## config.mk

```make
export PLATFORM = sky130hd
export DESIGN_NAME = mm_seq
export DESIGN_NICKNAME = d
export VERILOG_FILES = /design/src/rtl/mm_pkg.sv /design/src/rtl/mm_seq_cnt.sv /design/src/rtl/mm_seq.sv
export SDC_FILE = /design/constraint.sdc
export NUM_CORES = 1
export LEC_CHECK = 0
export ABC_AREA = 1
export BUFFER_PORTS_ARGS = -buffer_cell sky130_fd_sc_hd__buf_4
export CAP_MARGIN = 20
export CORE_UTILIZATION = 30
export DETAILED_ROUTE_END_ITERATION = 8
export PLACE_DENSITY = 0.46
export SYNTH_ARGS = -nofsm -noshare
export SYNTH_HDL_FRONTEND = slang
export SYNTH_SLANG_ARGS = --single-unit
```

## constraint.sdc

```tcl
create_clock -name clk -period 3.1 [get_ports clk]
set_clock_uncertainty 0.15 [all_clocks]
set_input_delay 0.775 -clock clk [delete_from_list [all_inputs] [get_ports clk]]
set_output_delay 0.775 -clock clk [all_outputs]
set_load 0.005 [all_outputs]
```

## src/rtl/mm_pkg.sv

```systemverilog
// Shared types for the mm_seq matrix-multiply sequencer: FSM state encoding,
// registered output bundle and the default drain length.
package mm_pkg;

  localparam int unsigned DIM_DEF = 8;

  typedef enum logic [2:0] {
    IDLE,
    CLEAR,
    LOAD,
    DRAIN,
    READ,
    DONE
  } mm_state_t;

  typedef struct packed {
    logic clr;
    logic busy;
    logic done;
    logic ab_req;
    logic c_rd;
    logic drain_en;
  } mm_out_t;

  // Skew-buffer depth (dim-1) plus array propagation (dim).
  function automatic int unsigned drain_cycles(input int unsigned dim);
    return 2 * dim - 1;
  endfunction

  function automatic mm_out_t mm_decode(input mm_state_t s);
    mm_out_t o;
    o          = '0;
    o.busy     = (s != IDLE);
    o.clr      = (s == CLEAR);
    o.ab_req   = (s == LOAD);
    o.drain_en = (s == DRAIN);
    o.c_rd     = (s == READ);
    o.done     = (s == DONE);
    return o;
  endfunction

endpackage

```

## src/rtl/mm_seq_cnt.sv

```systemverilog
// Loadable up-counter with an exact-equality terminal-count flag; used for the
// row, drain and result-read counters of mm_seq.
module mm_seq_cnt #(
  parameter int unsigned W    = 4,
  parameter int unsigned TERM = 0
) (
  input  logic         clk,
  input  logic         rst_n,
  input  logic         load,
  input  logic [W-1:0] load_val,
  input  logic         inc,
  output logic [W-1:0] q,
  output logic         tc
);

  always_ff @(posedge clk or negedge rst_n) begin
    if (!rst_n) begin
      q <= '0;
    end else if (load) begin
      q <= load_val;
    end else if (inc) begin
      q <= q + 1'b1;
    end
  end

  assign tc = (q == W'(TERM));

endmodule

```

## src/rtl/mm_seq.sv

```systemverilog
// Sequencer for one DIM x DIM systolic matrix multiply: clear, load rows, drain, read C.
// Optional cycle counter output perf_cycles when MM_SEQ_PERF_EN is defined.
module mm_seq
  import mm_pkg::*;
#(
  parameter int unsigned DIM       = DIM_DEF,
  parameter int unsigned DRAIN_CYC = drain_cycles(DIM)
) (
  input  logic                   clk,
  input  logic                   rst_n,
  input  logic                   start,
  output logic [$clog2(DIM)-1:0] ab_row,
  output logic                   ab_req,
  input  logic                   ab_valid,
  output logic                   en,
  output logic                   clr,
  output logic [$clog2(DIM)-1:0] c_row,
  output logic                   c_rd,
  output logic                   busy,
  output logic                   done
`ifdef MM_SEQ_PERF_EN
  ,
  output logic [15:0]            perf_cycles
`endif
);

  localparam int unsigned RW = $clog2(DIM);
  localparam int unsigned DW = $clog2(DRAIN_CYC + 1);

  mm_state_t         state, nx;
  mm_out_t           outs;
  logic [RW-1:0]     row_q, rd_q;
  logic [DW-1:0]     drain_q;
  logic              row_tc, drain_tc, rd_tc;
  logic              row_take;
  logic              in_drain, in_read;

  assign row_take = outs.ab_req & ab_valid;
  assign in_drain = (state == DRAIN);
  assign in_read  = (state == READ);

  always_comb begin
    nx = state;
    unique case (state)
      IDLE:    if (start) nx = CLEAR;
      CLEAR:   nx = LOAD;
      LOAD:    if (row_take && row_tc) nx = DRAIN;
      DRAIN:   if (drain_tc) nx = READ;
      READ:    if (rd_tc) nx = DONE;
      DONE:    nx = IDLE;
      default: nx = IDLE;
    endcase
  end

  // Outputs are registered by decoding the next state alongside the state flop.
  always_ff @(posedge clk or negedge rst_n) begin
    if (!rst_n) begin
      state <= IDLE;
      outs  <= '0;
    end else begin
      state <= nx;
      outs  <= mm_decode(nx);
    end
  end

  // Counters reload to 0 at their terminal value so indices read 0 outside their phase.
  mm_seq_cnt #(.W(RW), .TERM(DIM - 1)) u_row (
    .clk      (clk),
    .rst_n    (rst_n),
    .load     ((state == CLEAR) || (row_take && row_tc)),
    .load_val ('0),
    .inc      (row_take),
    .q        (row_q),
    .tc       (row_tc)
  );

  mm_seq_cnt #(.W(DW), .TERM(DRAIN_CYC - 1)) u_drain (
    .clk      (clk),
    .rst_n    (rst_n),
    .load     (in_drain && drain_tc),
    .load_val ('0),
    .inc      (in_drain),
    .q        (drain_q),
    .tc       (drain_tc)
  );

  mm_seq_cnt #(.W(RW), .TERM(DIM - 1)) u_read (
    .clk      (clk),
    .rst_n    (rst_n),
    .load     (in_read && rd_tc),
    .load_val ('0),
    .inc      (in_read),
    .q        (rd_q),
    .tc       (rd_tc)
  );

  assign ab_row = row_q;
  assign c_row  = rd_q;
  assign ab_req = outs.ab_req;
  assign en     = row_take | outs.drain_en;
  assign clr    = outs.clr;
  assign c_rd   = outs.c_rd;
  assign busy   = outs.busy;
  assign done   = outs.done;

`ifdef MM_SEQ_PERF_EN
  always_ff @(posedge clk or negedge rst_n) begin
    if (!rst_n) begin
      perf_cycles <= '0;
    end else if (state == IDLE && start) begin
      perf_cycles <= '0;
    end else if (outs.busy && perf_cycles != '1) begin
      perf_cycles <= perf_cycles + 1'b1;
    end
  end
`endif

endmodule
```

==> impl_metrics.tcl, run 1 <==
set metrics [dict create \
    status "finished with violations" \
    violations "DRC" \
    crit_slowest_cell "or2_2" \
    slowest_delay_ps 270 \
    ys_types 20 \
    worst_r2r_path_depth 7 \
    synth_seq_cells 19 \
    power.internal_mw 0.5472 \
    grt_pass1_vias 613 \
    seq_area_frac_synth_pct 52.70 \
    tightestPinTransition_ps 423.2 \
    cts-root-buf "clkbuf_4" \
    die_h_um 56.84 \
    drt-total-wl_mm 1.597 \
    synth_fa_ha_area_share_pct 8.322 \
    p_sw_share_pct 39.84 \
    grt_use_total_pct 11.33 \
    fin_cells 145 \
    grt_setup_unrepaired "false" \
    fin_ws_ps 670.3 \
    fmax_ghz 0.4116 \
    path_cells "buf_4, nand2_1, inv_1, or2_2, buf_4" \
    fin_nets 125 \
    drive_gt1_share_pct 27.19 \
    ant_nets 0 \
    synth_cells 95 \
    stdcell_area_mm2 0.001081 \
    synth_top_family_by_area "simple AND/OR/NAND/NOR gates" \
    portBuffers 15 \
    cts_setup_buffers 0 \
    synthToLayoutAreaGrowth_pct 19.83 \
    slew_headroom_pct 71.54 \
    worstReg2RegEnd "busy" \
    grt_max_degree 20 \
    hold_buffers 0 \
    io_pins 16 \
    core_mm2 0.002805 \
    yosys_warnings 0 \
    worst-setup-path-type "input pin to output port" \
    pwr-share-seq_pct 45.1 \
    routed_via_density 4.552 \
    hpwl_mm 1.186 \
    insertion_delay_ps 300 \
    synth.area.mux_share_pct 0 \
    fin_tns_setup_ps 0 \
    fillers 289 \
    period_minus_slack_ps 2430 \
    cts_tree "yes" \
    power_switching_mw 0.3624 \
    arrival_ps 1500 \
    clkTransAtPathRegs_ps 110 \
    rr_startpoint "u_drain.q[0]" \
    pwr-share-clk_pct 13.9 \
    wire_per_inst_um 11.01 \
    gp_congestion 0.7244 \
    avgSynthCellArea_um2 9.496 \
    crit_buf_inv 3 \
    antenna_found_initial 0 \
    place_inst 141 \
    power.density_mw_per_mm2 841.4 \
    crit_path_frequent_cell "buf_4" \
    syn-num-nets 105 \
    cp_data_required_time_ps 2170 \
    cts_made_buffers 3 \
    grt_pass1_wl_mm 2.684 \
    peakVddDrop_v 0.0004658 \
    leakagePower_nw 0.5795 \
    initial_core_util_pct 32.16 \
    setup_viol 0 \
    r2r_slack_ps 1470 \
    yosys.area_share.simple_pct 23.02 \
    die_area_mm2 0.003230 \
    postCtsResizedCells 0 \
    start_kind "input pin" \
    drt_iter0_drc 20 \
    drv_slew 0 \
    synth_area_um2 902.1 \
    synth-xor-area-share_pct 1.942 \
    critPathLaunch "ab_valid" \
    num_antenna_cells 0 \
    path_delay_family "simple AND/OR/NAND/NOR gates" \
    cts_buffer_depth 2 \
    final_cell_mix "dfrtp_1, nand2_1, buf_4, inv_1, nor2_1" \
    htree_num_levels 1 \
    hold_class "input pin to async pin" \
    grt.overflow.total 0 \
    postPlaceCellArea_mm2 0.001054 \
    drc_errors 4 \
    pwr-share-comb_pct 41.0 \
    synth_compound_gate_area_share_pct 8.183 \
    post-route-period-util_pct 78.38 \
    vias 660 \
    pre_cts_slack_ps 668.7 \
    cp-end-kind "output port" \
    die-width_um 56.84 \
    dr.pass1.iters 6 \
    rows 19 \
    max_cap_violations 0 \
    cts_num_sinks 19 \
    path_max_fanout 4 \
    final_common_cell "dfrtp_1" \
    final-hold-violation-count 0 \
]
-- power groups by stage --
stage	sequential (mW)	combinational, mW	clock, mW
finish	0.410	0.373	0.127
detailed placement	0.417	0.379	0
CTS	0.412	0.379	0.138
floorplan	0.408	0.253	0
global route	0.426	0.430	0.146
global placement	0.415	0.374	0
-- cells by family (layout without fill, tap and decap cells) --
kind of cell / after synthesis / after routing
AND/OR/NAND/NOR: 42 / 42
flip-flops: 19 / 19
buffers and inverters: 14 / 33
AO/OA/AOI/OAI: 12 / 12
adder cells (fa/ha/maj): 6 / 6
XOR/XNOR: 2 / 2
-- worst max-delay path by stage --
stage	end	slack [ps]	cells after the start
6_report	en	670	5
3_5_place_dp	en	670	5
4_1_cts	en	670	5
2_1_floorplan	en	960	3
3_3_place_gp	en	690	5
5_1_grt	en	620	5
-- per-layer routing --
metal / global-route usage, % / vias up / share of wire [%]
li1: - / 338 / -
met1: 14.45 / 308 / 48
met2: 18.03 / 12 / 46
met3: 4.839 / 2 / 5.2
met4: 2.091 / 0 / 0.94
met5: 0 / - / 0
-- final cells by class --
class                           instances  area, µm²  area share (%)
Sequential cell                        19      475.5           43.98
Multi-Input combinational cell         62      374.1           34.61
Timing Repair Buffer                   15      112.6           10.42
Inverter                               14      52.55           4.861
Tap cell                               31      38.79           3.588
Clock buffer                            3      22.52           2.083
Clock inverter                          1      5.005          0.4630
-- Yosys cell counts --
cell type	n	area (µm²)
a21oi_1	5	25.02
nand2_2	2	12.51
dfrtp_1	19	475.5
inv_1	12	45.04
nand2_1	15	56.30
o21a_1	1	7.510
nor2_2	3	18.77
o31ai_1	1	7.510
nor2_4	2	22.52
or2_2	1	6.260
o21ai_0	3	15.01
nor3_4	1	16.27
nor3_1	1	5.000
xor2_1	2	17.52
nor2_1	12	45.04
o21ai_2	1	8.760
o211a_1	1	10.01
ha_1	6	75.07
nand3_1	5	25.02
inv_2	2	7.510
-- stage by stage --
| stage | hold WS, ps | utilization (%) | power (mW) |
|---|---|---|---|
| final | 175.1 | 38.54 | 0.9095 |
| after global routing | 173.1 | 38.54 | 1.002 |
| after CTS | 171.0 | 38.54 | 0.9294 |
| after detailed placement | 383.2 | 37.56 | 0.7961 |
| after global placement | 379.5 | 37.56 | 0.7894 |
| after floorplan | 329.4 | - | 0.6609 |
-- registers in the layout, indices dropped and copies added (netlist names) --
name       flops
u_drain.q      4
state          3
u_read.q       3
u_row.q        3
ab_req         1
busy           1
c_rd           1
clr            1
done           1
outs           1
No activity file was read; power rests on OpenSTA's default activity.
==> run 2, diff against run 1 <==
==> constraint.sdc (replaced) <==
create_clock -name clk -period 2.3 [get_ports clk]
set_clock_uncertainty 0.15 [all_clocks]
set_input_delay 0.575 -clock clk [delete_from_list [all_inputs] [get_ports clk]]
set_output_delay 0.575 -clock clk [all_outputs]
set_load 0.005 [all_outputs]
==> impl_metrics.tcl, run 2 (same netlist as run 1, synthesis figures left out) <==
set metrics [dict create \
    leakagePower_nw 0.5837 \
    hpwl_mm 1.170 \
    power.density_mw_per_mm2 1126 \
    die_h_um 56.84 \
    post-route-period-util_pct 90.34 \
    insertion_delay_ps 300 \
    slowest_delay_ps 410 \
    postPlaceCellArea_mm2 0.001054 \
    path_max_fanout 4 \
    clkTransAtPathRegs_ps 110 \
    antenna_found_initial 0 \
    rows 19 \
    fin_nets 126 \
    cp_data_required_time_ps 1570 \
    regMostFlops "u_drain.q" \
    violations "DRC" \
    slew_headroom_pct 71.46 \
    tightestPinTransition_ps 424.5 \
    grt.overflow.total 0 \
    portBuffers 15 \
    drt-total-wl_mm 1.564 \
    start_kind "flip-flop" \
    min_path_cells 2 \
    path_cells "nand2_1, inv_1, or2_2, buf_4" \
    initial_core_util_pct 32.16 \
    max_cap_violations 0 \
    grt_use_total_pct 11.27 \
    finalPower_mw 1.229 \
    grt_max_degree 20 \
    largest_register_ffs 4 \
    num_antenna_cells 0 \
    grt_pass1_vias 624 \
    cts_made_buffers 3 \
    final_common_cell "dfrtp_1" \
    drc_errors 4 \
    drive_gt1_share_pct 26.96 \
    status "finished with violations" \
    io_pins 16 \
    htree_num_levels 1 \
    synthToLayoutAreaGrowth_pct 20.94 \
    fmax_ghz 0.4813 \
    grt_setup_unrepaired "false" \
    r2r_slack_ps 670 \
    arrival_ps 1350 \
    fillers 304 \
    worst-setup-path-type "flip-flop to output port" \
    core_mm2 0.002805 \
    dr.pass1.iters 6 \
    hold-worst-slack_ps 350.5 \
    setup_viol 0 \
    worst_r2r_path_depth 7 \
    crit_slowest_cell "dfrtp_1" \
    place_inst 141 \
    die-width_um 56.84 \
    final_cell_mix "dfrtp_1, nand2_1, buf_4, inv_1, nor2_1" \
    routed_via_density 4.630 \
    cts_buffer_depth 2 \
    die_area_mm2 0.003230 \
    ant_nets 0 \
    cts_tree "yes" \
    postCtsResizedCells 0 \
    cp-end-kind "output port" \
    period_minus_slack_ps 2078 \
    vias 676 \
    drt_iter0_drc 28 \
    wire_per_inst_um 10.71 \
    stdcell_area_mm2 0.001091 \
    final-hold-violation-count 0 \
    hold_class "input pin to flip-flop" \
    grt_pass1_wl_mm 2.691 \
    fin_ws_ps 222.2 \
    cts_num_sinks 19 \
    final_util_pct 38.89 \
    peakVddDrop_v 0.0005905 \
    fin_cells 146 \
    gp_congestion 0.7259 \
    fin_tns_setup_ps 0 \
    drv_slew 0 \
    pre_cts_slack_ps 263.7 \
    cts-root-buf "clkbuf_4" \
]
## run 2: worst max-delay path: cells and delay by family (launching register included)
kind / cells / cell delay (ps)
buffers and inverters: 2 / 220
DFF: 1 / 410
and+or+nand+nor: 2 / 410
## run 2: path summary, 6_finish.rpt
path	from	to
min reg2reg	u_drain.q[1]	u_drain.q[1]
min	start	clr
max	ab_req	en
min in group asynchronous	rst_n	u_read.q[2]
max in group asynchronous	rst_n	u_drain.q[2]
max reg2reg	u_drain.q[0]	busy
## run 2: cell type report
class / count / area [µm²] / area share, %
Tap cell: 31 / 38.79 / 3.555
Clock buffer: 3 / 22.52 / 2.064
Inverter: 14 / 52.55 / 4.816
Sequential cell: 19 / 475.5 / 43.58
Timing Repair Buffer: 16 / 122.6 / 11.24
Multi-Input combinational cell: 62 / 374.1 / 34.29
Clock inverter: 1 / 5.005 / 0.4587
## run 2: report_power, final
part           switching, mW  internal [mW]  total [mW]
combinational          0.276          0.224       0.500
sequential             0.104          0.450       0.554
clock                  0.109         0.0648       0.174
## run 2: per-layer routing
layer	track usage [%]	part of all wire, %
met1	14.14	49
met2	17.86	45
met3	4.839	5.3
met4	2.787	1.1
met5	0	0
## run 2: what timing repair did
item | CTS | global route
hold buffers | 1 | 0
endpoints found under the hold margin | 19 | 0
setup buffers | 0 | 0
==> run 3, diff against run 2 <==
--- a/config.mk
+++ b/config.mk
@@ -13,4 +13,5 @@
 export PLACE_DENSITY = 0.46
 export SYNTH_ARGS = -nofsm -noshare
 export SYNTH_HDL_FRONTEND = slang
+export SYNTH_HIERARCHICAL = 1
 export SYNTH_SLANG_ARGS = --single-unit
==> impl_metrics.tcl, run 3 <==
set metrics [dict create \
    die-width_um 61.16 \
    crit_buf_inv 2 \
    worstReg2RegEnd "u_drain/q[3]" \
    synth_top_cell_by_area "dfrtp_1" \
    slowest_delay_ps 410 \
    final-hold-violation-count 0 \
    peakVddDrop_v 0.0003958 \
    arrival_ps 1270 \
    gp_congestion 0.7364 \
    min-delay-start "u_row/q[2]" \
    finalPower_mw 1.409 \
    synth_area_leaders "dfrtp_1, nand2_1, nand3_1" \
    synth_cells 126 \
    fin_tns_setup_ps 0 \
    grt_setup_unrepaired "false" \
    ant_nets 0 \
    post-route-period-util_pct 86.53 \
    yosys_warnings 6 \
    synth_area_mm2 0.001050 \
    cp.depth 4 \
    grt.overflow.total 0 \
    die_h_um 61.16 \
    cts_num_sinks 19 \
    core_mm2 0.003337 \
    ys_types 23 \
    cp_data_required_time_ps 1570 \
    synth_edf_count 0 \
    num_antenna_cells 0 \
    synth_most_common_cell "nand2_1" \
    antenna_found_initial 0 \
    postCtsResizedCells 0 \
    worst_r2r_path_depth 12 \
    cts_buffer_depth 2 \
    yosys_most_used_dff "dfrtp_1" \
    clkTransAtPathRegs_ps 100 \
    fin_ws_ps 309.7 \
    r2r_slack_ps 470 \
    portBuffers 15 \
    hold-worst-slack_ps 377.6 \
    grt_pass1_wl_mm 3.394 \
    initial_core_util_pct 31.46 \
    regMostFlops "u_drain/q" \
    path_cells "nand2_1, inv_1, or2_2, buf_4" \
    critPathLaunch "ab_req" \
    fillers 348 \
    seq_area_frac_synth_pct 45.29 \
    avgSynthCellArea_um2 8.331 \
    fin_cells 201 \
    drive_gt1_share_pct 23.23 \
    drc_errors 0 \
    vias 859 \
    async_flop_share_pct 100.0 \
    io_pins 16 \
    crit_slowest_cell "dfrtp_1" \
    fmax_ghz 0.5024 \
    htree_num_levels 1 \
    place_inst 196 \
    routed_via_density 4.274 \
    path_delay_family "flip-flops" \
    max_cap_violations 0 \
    endpoint "en" \
    grt_use_total_pct 12.48 \
    final_cell_mix "nand2_1, nand3_1, dfrtp_1, buf_4, inv_1" \
    hold_class "flip-flop to flip-flop" \
    dr.pass1.iters 4 \
    synth_seq_cells 19 \
    path_max_fanout 5 \
    largest_register_ffs 4 \
    synthToLayoutAreaGrowth_pct 23.00 \
    hold_buffers 1 \
    cts_setup_buffers 0 \
    cts_made_buffers 3 \
    synth_top_area_share_pct 45.29 \
    cts_tree "yes" \
    drt-total-wl_mm 1.968 \
    rows 21 \
    wire_per_inst_um 9.791 \
    fin_nets 166 \
    period_minus_slack_ps 1990 \
    hpwl_mm 1.530 \
    final_common_cell "nand2_1" \
    setup_viol 0 \
    die_area_mm2 0.003740 \
    start_kind "flip-flop" \
    cts-root-buf "clkbuf_4" \
    status "finished, final reports clean" \
    synth_commonest_cells "nand2_1, dfrtp_1, nand3_1" \
    rr_startpoint "u_drain/q[0]" \
    drv_slew 0 \
    grt_pass1_vias 795 \
    pre_cts_slack_ps 348.0 \
    power.density_mw_per_mm2 1091 \
    drt_iter0_drc 48 \
    worst-setup-path-type "flip-flop to output port" \
    grt_max_degree 20 \
    leakagePower_nw 0.6719 \
    insertion_delay_ps 300 \
    cp-end-kind "output port" \
]
==> run 3: cell count changes after synthesis, moves of 3 or more <==
cell	before	now
nand3_1	5	19
nand2_1	15	29
o211ai_1	0	3
a21oi_1	5	0
inv_1	12	15
nor2_1	12	8
==> run 3: cells by family (layout without fill, tap and decap cells) <==
group | count (synthesis) | in the layout | synth area share, %
simple gates | 72 | 72 | 34.33
buf+inv | 20 | 40 | 7.508
flops | 19 | 19 | 45.29
compound gates | 7 | 7 | 4.529
fa+ha+maj | 6 | 6 | 7.151
other cells | 1 | 10 | 0.3572
xor+xnor | 1 | 1 | 0.8345
==> run 3: power by group <==
| part | internal (mW) | switching (mW) |
|---|---|---|
| registers | 0.456 | 0.126 |
| clock network | 0.0648 | 0.104 |
| logic | 0.314 | 0.344 |
| total | 0.835 | 0.574 |
==> run 3: worst min-delay path by stage <==
stage | slack (ps) | depth (start not counted) | end
after floorplan | 130 | 0 | ab_req
after global placement | 320 | 1 | u_row/q[2]
after detailed placement | 320 | 1 | u_row/q[2]
after CTS | 390 | 2 | u_row/q[2]
after global routing | 420 | 2 | u_read/q[2]
final | 380 | 2 | u_row/q[2]
==> run 3: through the flow <==
step	utilization [%]	cell area [µm²]
floorplan	-	1084
global placement	37.57	1254
detailed placement	37.57	1254
CTS	38.70	1291
global route	38.70	1291
finish	38.70	1291
==> run 3: layout make-up <==
type                       instances  area (µm²)  area share [%]
timing repair buffer              17       130.1           10.08
clock inverter                     1       5.005          0.3876
multi-input combinational         96       529.3           40.99
sequential                        19       475.5           36.82
clock buffer                       3       22.52           1.744
tap                               46       57.56           4.457
inverter                          19       71.32           5.523
==> run 3: worst reg2reg max path, stage by stage, from the launching register on <==
cell	delay, ps
dfrtp_1	460
inv_1	80
ha_1	140
nand2_1	50
nor2_1	160
nand3_1	120
nor2_1	110
buf_4	160
inv_2	40
nand2_2	100
inv_2	40
nand3_1	70
nand2_1	50
==> run 3: layer usage <==
metal	GRT usage (%)	up-vias	share of wire [%]
met5	0	-	0
met4	5.844	0	1.4
met3	3.151	4	3.3
met2	19.41	14	46
met1	16.25	382	50
li1	-	459	-
